### src/rtl/pled_color_sequencer_if.sv
// pled_color_sequencer_if: pins between the colour sequencer and the capture stage
// Signals: pll_lock (into sequencer), color[2:0] R/G/B drive, led composite, counter[2:0] colour index
interface pled_color_sequencer_if;
   logic       pll_lock;
   logic [2:0] color;
   logic       led;
   logic [2:0] counter;
   modport master (input pll_lock, output color, led, counter);
   modport slave  (output pll_lock, input color, led, counter);
endinterface

### src/rtl/pled_color_sequencer.sv
// pled_color_sequencer: PWM fade sequencer cycling the power LED through colour indices 1..7
// Ports: sys_clk PLL output clock; reset async active-low;
//        bus.pll_lock async lock input; bus.color R/G/B drive; bus.led any-channel-on; bus.counter colour index (0 = idle)
module pled_color_sequencer #(
   parameter int PWM_BITS     = 8,
   parameter int PRESCALE     = 39,
   parameter int STEP_PERIODS = 4,
   parameter int HOLD_PERIODS = 256,
   parameter int GAP_PERIODS  = 128
) (
   input  logic                   sys_clk,
   input  logic                   reset,
   pled_color_sequencer_if.master bus
);
   localparam int PRE_W     = (PRESCALE > 0) ? $clog2(PRESCALE + 1) : 1;
   localparam int STEP_W    = $clog2(STEP_PERIODS + 1);
   localparam int DWELL_MAX = (HOLD_PERIODS > GAP_PERIODS) ? HOLD_PERIODS : GAP_PERIODS;
   localparam int DWELL_W   = $clog2(DWELL_MAX + 1);
   localparam logic [PWM_BITS-1:0] DUTY_MAX = '1;
   typedef enum logic [2:0] {IDLE, FADE_UP, HOLD, FADE_DOWN, GAP} state_t;
   state_t              state, state_d;
   logic                sync1, lock_s;
   logic [PRE_W-1:0]    pre_cnt;
   logic [PWM_BITS-1:0] pwm_cnt, duty, duty_d;
   logic [STEP_W-1:0]   step_cnt, step_cnt_d;
   logic [DWELL_W-1:0]  dwell, dwell_d;
   logic [2:0]          counter, counter_d, color_q;
   logic                pwm_on, led_q, tick, period_end, step, halt;
   // Timebase is frozen while idle and flushed on the edge that drops to idle
   assign halt       = (state == IDLE) || !lock_s;
   assign tick       = (state != IDLE) && (pre_cnt == PRE_W'(PRESCALE));
   assign period_end = tick && (pwm_cnt == DUTY_MAX);
   assign step       = period_end && (step_cnt == STEP_W'(STEP_PERIODS - 1));
   assign bus.color   = color_q;
   assign bus.led     = led_q;
   assign bus.counter = counter;
   always_ff @(posedge sys_clk or negedge reset) begin
      if (!reset) begin
         sync1    <= 1'b0;
         lock_s   <= 1'b0;
         pre_cnt  <= '0;
         pwm_cnt  <= '0;
         pwm_on   <= 1'b0;
         color_q  <= '0;
         led_q    <= 1'b0;
         state    <= IDLE;
         duty     <= '0;
         counter  <= '0;
         step_cnt <= '0;
         dwell    <= '0;
      end else begin
         sync1    <= bus.pll_lock;
         lock_s   <= sync1;
         pre_cnt  <= (halt || tick) ? '0 : pre_cnt + 1'b1;
         pwm_cnt  <= halt ? '0 : (tick ? pwm_cnt + 1'b1 : pwm_cnt);
         pwm_on   <= pwm_cnt < duty;
         color_q  <= counter & {3{pwm_on}};
         led_q    <= pwm_on && (counter != 3'd0);
         state    <= state_d;
         duty     <= duty_d;
         counter  <= counter_d;
         step_cnt <= step_cnt_d;
         dwell    <= dwell_d;
      end
   end
   always_comb begin
      state_d    = state;
      duty_d     = duty;
      counter_d  = counter;
      step_cnt_d = period_end ? (step ? '0 : step_cnt + 1'b1) : step_cnt;
      dwell_d    = (period_end && (state == HOLD || state == GAP)) ? dwell + 1'b1 : dwell;
      case (state)
         IDLE: if (lock_s) begin
            state_d   = FADE_UP;
            counter_d = 3'd1;
         end
         FADE_UP: if (step) begin
            duty_d  = duty + 1'b1;
            state_d = (duty == DUTY_MAX - 1'b1) ? HOLD : FADE_UP;
         end
         HOLD: if (period_end && dwell == DWELL_W'(HOLD_PERIODS - 1)) state_d = FADE_DOWN;
         FADE_DOWN: if (step) begin
            duty_d  = duty - 1'b1;
            state_d = (duty == PWM_BITS'(1)) ? GAP : FADE_DOWN;
         end
         GAP: if (period_end && dwell == DWELL_W'(GAP_PERIODS - 1)) begin
            state_d   = FADE_UP;
            counter_d = (counter == 3'd7) ? 3'd1 : counter + 3'd1;
         end
         default: state_d = IDLE;
      endcase
      if (state_d != state) begin
         step_cnt_d = '0;
         dwell_d    = '0;
      end
      // Lock loss overrides any transition or duty step in the same cycle
      if (state != IDLE && !lock_s) begin
         state_d    = IDLE;
         duty_d     = '0;
         counter_d  = '0;
         step_cnt_d = '0;
         dwell_d    = '0;
      end
   end
endmodule
### src/flat_wrapper.sv
// flat-port wrapper written by rule: the top's interface ports become plain ports
module pled_color_sequencer_flat 
#(
   parameter int PWM_BITS     = 8,
   parameter int PRESCALE     = 39,
   parameter int STEP_PERIODS = 4,
   parameter int HOLD_PERIODS = 256,
   parameter int GAP_PERIODS  = 128
)
  (sys_clk, reset, bus_pll_lock, bus_color, bus_led, bus_counter);
  pled_color_sequencer_if bus_i ();
  input  logic sys_clk;
  input  logic reset;
  input wire logic [$bits(bus_i.pll_lock)-1:0] bus_pll_lock;
  output wire logic [$bits(bus_i.color)-1:0] bus_color;
  output wire logic [$bits(bus_i.led)-1:0] bus_led;
  output wire logic [$bits(bus_i.counter)-1:0] bus_counter;
  assign bus_i.pll_lock = bus_pll_lock;
  assign bus_color = bus_i.color;
  assign bus_led = bus_i.led;
  assign bus_counter = bus_i.counter;
  pled_color_sequencer #(.PWM_BITS(PWM_BITS), .PRESCALE(PRESCALE), .STEP_PERIODS(STEP_PERIODS), .HOLD_PERIODS(HOLD_PERIODS), .GAP_PERIODS(GAP_PERIODS)) u_core (.sys_clk(sys_clk), .reset(reset), .bus(bus_i));
endmodule
### config.mk
export PLATFORM = sky130hd
export DESIGN_NAME = pled_color_sequencer_flat
export DESIGN_NICKNAME = d
export VERILOG_FILES = /design/src/rtl/pled_color_sequencer_if.sv /design/src/rtl/pled_color_sequencer.sv /design/src/flat_wrapper.sv
export SDC_FILE = /design/constraint.sdc
export NUM_CORES = 1
export LEC_CHECK = 0
export ABC_AREA = 0
export BUFFER_PORTS_ARGS = -buffer_cell sky130_fd_sc_hd__buf_4
export CAP_MARGIN = 20
export CELL_PAD_IN_SITES_DETAIL_PLACEMENT = 0
export CELL_PAD_IN_SITES_GLOBAL_PLACEMENT = 1
export CORE_MARGIN = 4
export CORE_UTILIZATION = 30
export CTS_BUF_LIST = sky130_fd_sc_hd__clkbuf_8
export CTS_CLUSTER_SIZE = 8
export DETAILED_ROUTE_END_ITERATION = 12
export GPL_ROUTABILITY_DRIVEN = 1
export GPL_TIMING_DRIVEN = 0
export PLACE_DENSITY_LB_ADDON = 0.08
export SLEW_MARGIN = 20
export SYNTH_ARGS = -nofsm -noshare
export SYNTH_HDL_FRONTEND = slang
export SYNTH_SLANG_ARGS = --single-unit
### constraint.sdc
create_clock -name sys_clk -period 1.8 [get_ports sys_clk]
set_input_delay 0.27 -clock sys_clk [delete_from_list [all_inputs] [get_ports sys_clk]]
set_output_delay 0.27 -clock sys_clk [all_outputs]
set_load 0.02 [all_outputs]
==> out/metrics.yaml <==
min_period_over_period_pct: 114
slowest_delay_ns: 0.52
crit_path_max_fanout: 6
synth.avg_cell_area_um2: 9.40
p_per_area_nw_per_um2: 554
hold_ws_ns: -0.0229
yosysWarningCount: 0
grt_pass1_vias: 2409
nNetsFinal: 365
slew_headroom_pct: 46.6
wirelength_mm: 7.12
finalWorstSetupSlack_ns: -0.258
placed_area_um2: 3030
crit_chain: "ha_2, or3b_4, nor2_4, nand4_4, or4_4, a21oi_1"
cp-start-kind: "flop"
power_frac_comb_pct: 5.1
drcViolationCount: 0
ys_async_sr_fraction_pct: 100
gp_congestion: 0.762
routed-via-count: 2298
p_int_uw: 1510
slowest_stage: "or4_4"
worst_slew_pin_slew_ns: 0.798
critPathTopFamily: "simple AND/OR/NAND/NOR gates"
power_frac_seq_pct: 54.0
clockRootBuffer: "clkbuf_8"
path_buf_inv: 0
critical_path_class: "reg2reg"
clkTransAtPathRegs_ns: 0.10
tritoncts: "yes"
drt_pass1_iterations: 4
failed_checks: "hold timing, setup timing"
ys_seq_elements: 47
setup_viol_count_final: 28
start_util_pct: 30.7
grt_setup_unrepaired: "yes"
final_cell_area_um2: 3590
dp_cells: 420
insertion_delay_ns: 0.31
cap_violations: 0
dieArea_um2: 11000
finClkSkew_ns: 0.00971
grt_pass1_wl_mm: 12.3
drtIter0Drc: 55
wl_per_cell_um: 15.6
instances_no_fill: 455
fin_crit_ns: 2.06
ctsHtreeMaxLevel: 2
viasPerCell: 5.05
antenna_left: 0
dp_hpwl_mm: 4.71
die_x_um: 105
die_h_um: 105
cts_buffers: 5
switching_share_pct: 24.0
status: "finished with violations"
hold_class: "in2async"
antenna_found_initial: 0
port_buffers: 9
netlist_area_um2: 2820
synth-edff-count: 0
slew_viol_final: 0
yosysSeqAreaShare_pct: 41.7
ctsLongestPathBuffers: 2
grt_overflow: 0
cts.sinks: 47
required_ns: 2.03
ios: 10
grt.total_usage_pct: 13.7
clkPwrFrac_pct: 40.9
synth_ff_type: "dfrtp_1"
fmax_ghz: 0.486
n_antenna_cell: 0
final_common_cell: "dfrtp_1"
leakagePower_uw: 0.00152
syn_inst: 300
syn_nets: 322
end_kind: "flop"
coreArea_um2: 9200
critPathArrivalTime_ns: 2.29
syn_to_final_growth_pct: 27.3
power_switching_uw: 478
final_cell_mix: "dfrtp_1 (46), buf_4 (32), nor2_1 (31), inv_1 (20), nand2_1 (20)"
drive_gt1_share_pct: 30.5
row_count: 35
finalHoldViolCount: 44
ys_types: 52
ir_drop_uv: 277
grt_max_degree: 48
-- cell type report --
| class | count | area, µm² |
|---|---|---|
| fillers | 929 | 5600 |
| multi-input cells | 221 | 1710 |
| repair buffers | 38 | 315 |
| inverters | 21 | 78.8 |
| plain buffers | 9 | 61.3 |
| flip-flops and latches | 47 | 1180 |
| clock inverters | 3 | 43.8 |
| well taps | 111 | 139 |
| clock buffers | 5 | 68.8 |
-- per-layer routing --
metal | GRT usage (%) | routed length, µm
met1 | 18.4 | 3460
met2 | 22.7 | 3440
met3 | 2.66 | 156
met4 | 3.09 | 61
met5 | 0 | 0
-- cell families (layout without fill, tap and decap cells) --
kind of cell	Yosys count	after routing	synth area share (%)
AOI/OAI and AO/OA	49	49	11.7
buffers and inverters	32	76	4.75
adders and majority gates	19	19	8.43
muxes	6	6	2.22
and+or+nand+nor	127	127	25.1
xor gates and xnor gates	20	20	6.21
DFF	47	47	41.7
-- state kept, by name, summed over array words and instances (netlist names) --
signal / flops
u_core.dwell: 9
u_core.duty: 8
u_core.pwm_cnt: 8
u_core.pre_cnt: 6
u_core.bus.color: 3
u_core.bus.counter: 3
u_core.state: 3
u_core.step_cnt: 3
u_core.bus.led: 1
u_core.lock_s: 1
u_core.pwm_on: 1
u_core.sync1: 1
-- path summary, 6_finish.rpt --
path,cells past startpoint,end,start,slack (ns)
setup / recovery,6,u_core.duty[6],u_core.pwm_cnt[1],-0.26
hold / removal,1,u_core.dwell[2],reset,-0.02
setup reg to reg,6,u_core.duty[6],u_core.pwm_cnt[1],-0.26
hold reg to reg,0,u_core.lock_s,u_core.sync1,0.39
max in group asynchronous,1,u_core.state[0],reset,1.36
min in group sys_clk,1,u_core.sync1,bus_pll_lock,0.07
-- power by group through the flow --
stage	Sequential, µW	Clock (µW)	Combinational, µW
2_1_floorplan	1090	0	37.2
3_3_place_gp	1090	0	83.8
3_5_place_dp	1090	0	85.0
4_1_cts	1070	860	94.9
5_1_grt	1080	894	116
6_report	1080	814	101
-- worst reg2reg max path: cells and delay by family, from the launching register on --
kind	cells	cell delay [ns]
simple gates	4	1.27
flops	1	0.38
fa+ha+maj	1	0.18
compound gates	1	0.14
-- cell usage after synthesis (2+ instances only) --
cell type | number | area [µm²]
a21boi_0 | 2 | 15.0
a31o_2 | 4 | 35.0
nor2_1 | 32 | 120
nand3_1 | 9 | 45.0
nand2_1 | 20 | 75.1
o31ai_1 | 3 | 22.5
clkbuf_1 | 2 | 7.51
and2_1 | 8 | 50.1
o2111ai_1 | 2 | 17.5
a211oi_1 | 4 | 30.0
a21oi_1 | 15 | 75.1
nor3_1 | 9 | 45.0
nand2b_1 | 2 | 12.5
or4_1 | 5 | 37.5
buf_2 | 8 | 40.0
a41oi_1 | 2 | 17.5
and3_1 | 9 | 56.3
xnor2_1 | 8 | 70.1
xor2_1 | 12 | 105
or2_2 | 2 | 12.5
dfrtp_1 | 47 | 1180
or3_1 | 7 | 43.8
mux2_2 | 2 | 22.5
mux2i_1 | 4 | 40.0
ha_1 | 19 | 238
inv_1 | 20 | 75.1
nand4_1 | 10 | 62.6
o21ai_0 | 9 | 45.0
-- repair_timing --
item,CTS,global route
cloned,0,1
hold buffers,0,0
pin swaps,19,13
setup endpoints to repair,36,41
setup buffers,19,11
gates resized for setup,35,29
-- through the flow --
step / setup TNS, ns / hold slack (ns) / total power (µW) / setup WS, ns / util (%)
CTS: -5.00 / 0.00385 / 2030 / -0.266 / 37.4
floorplan: -1.28 / -0.0256 / 1130 / -0.118 / -
global route: -7.82 / 0.0361 / 2090 / -0.351 / 39.1
finish: -5.24 / -0.0229 / 1990 / -0.258 / 39.1
global placement: -13.40 / 0.343 / 1180 / -0.712 / 33.0
detailed placement: -13.01 / 0.350 / 1180 / -0.700 / 33.0
Note: power is estimated with default switching activity, not from simulation.
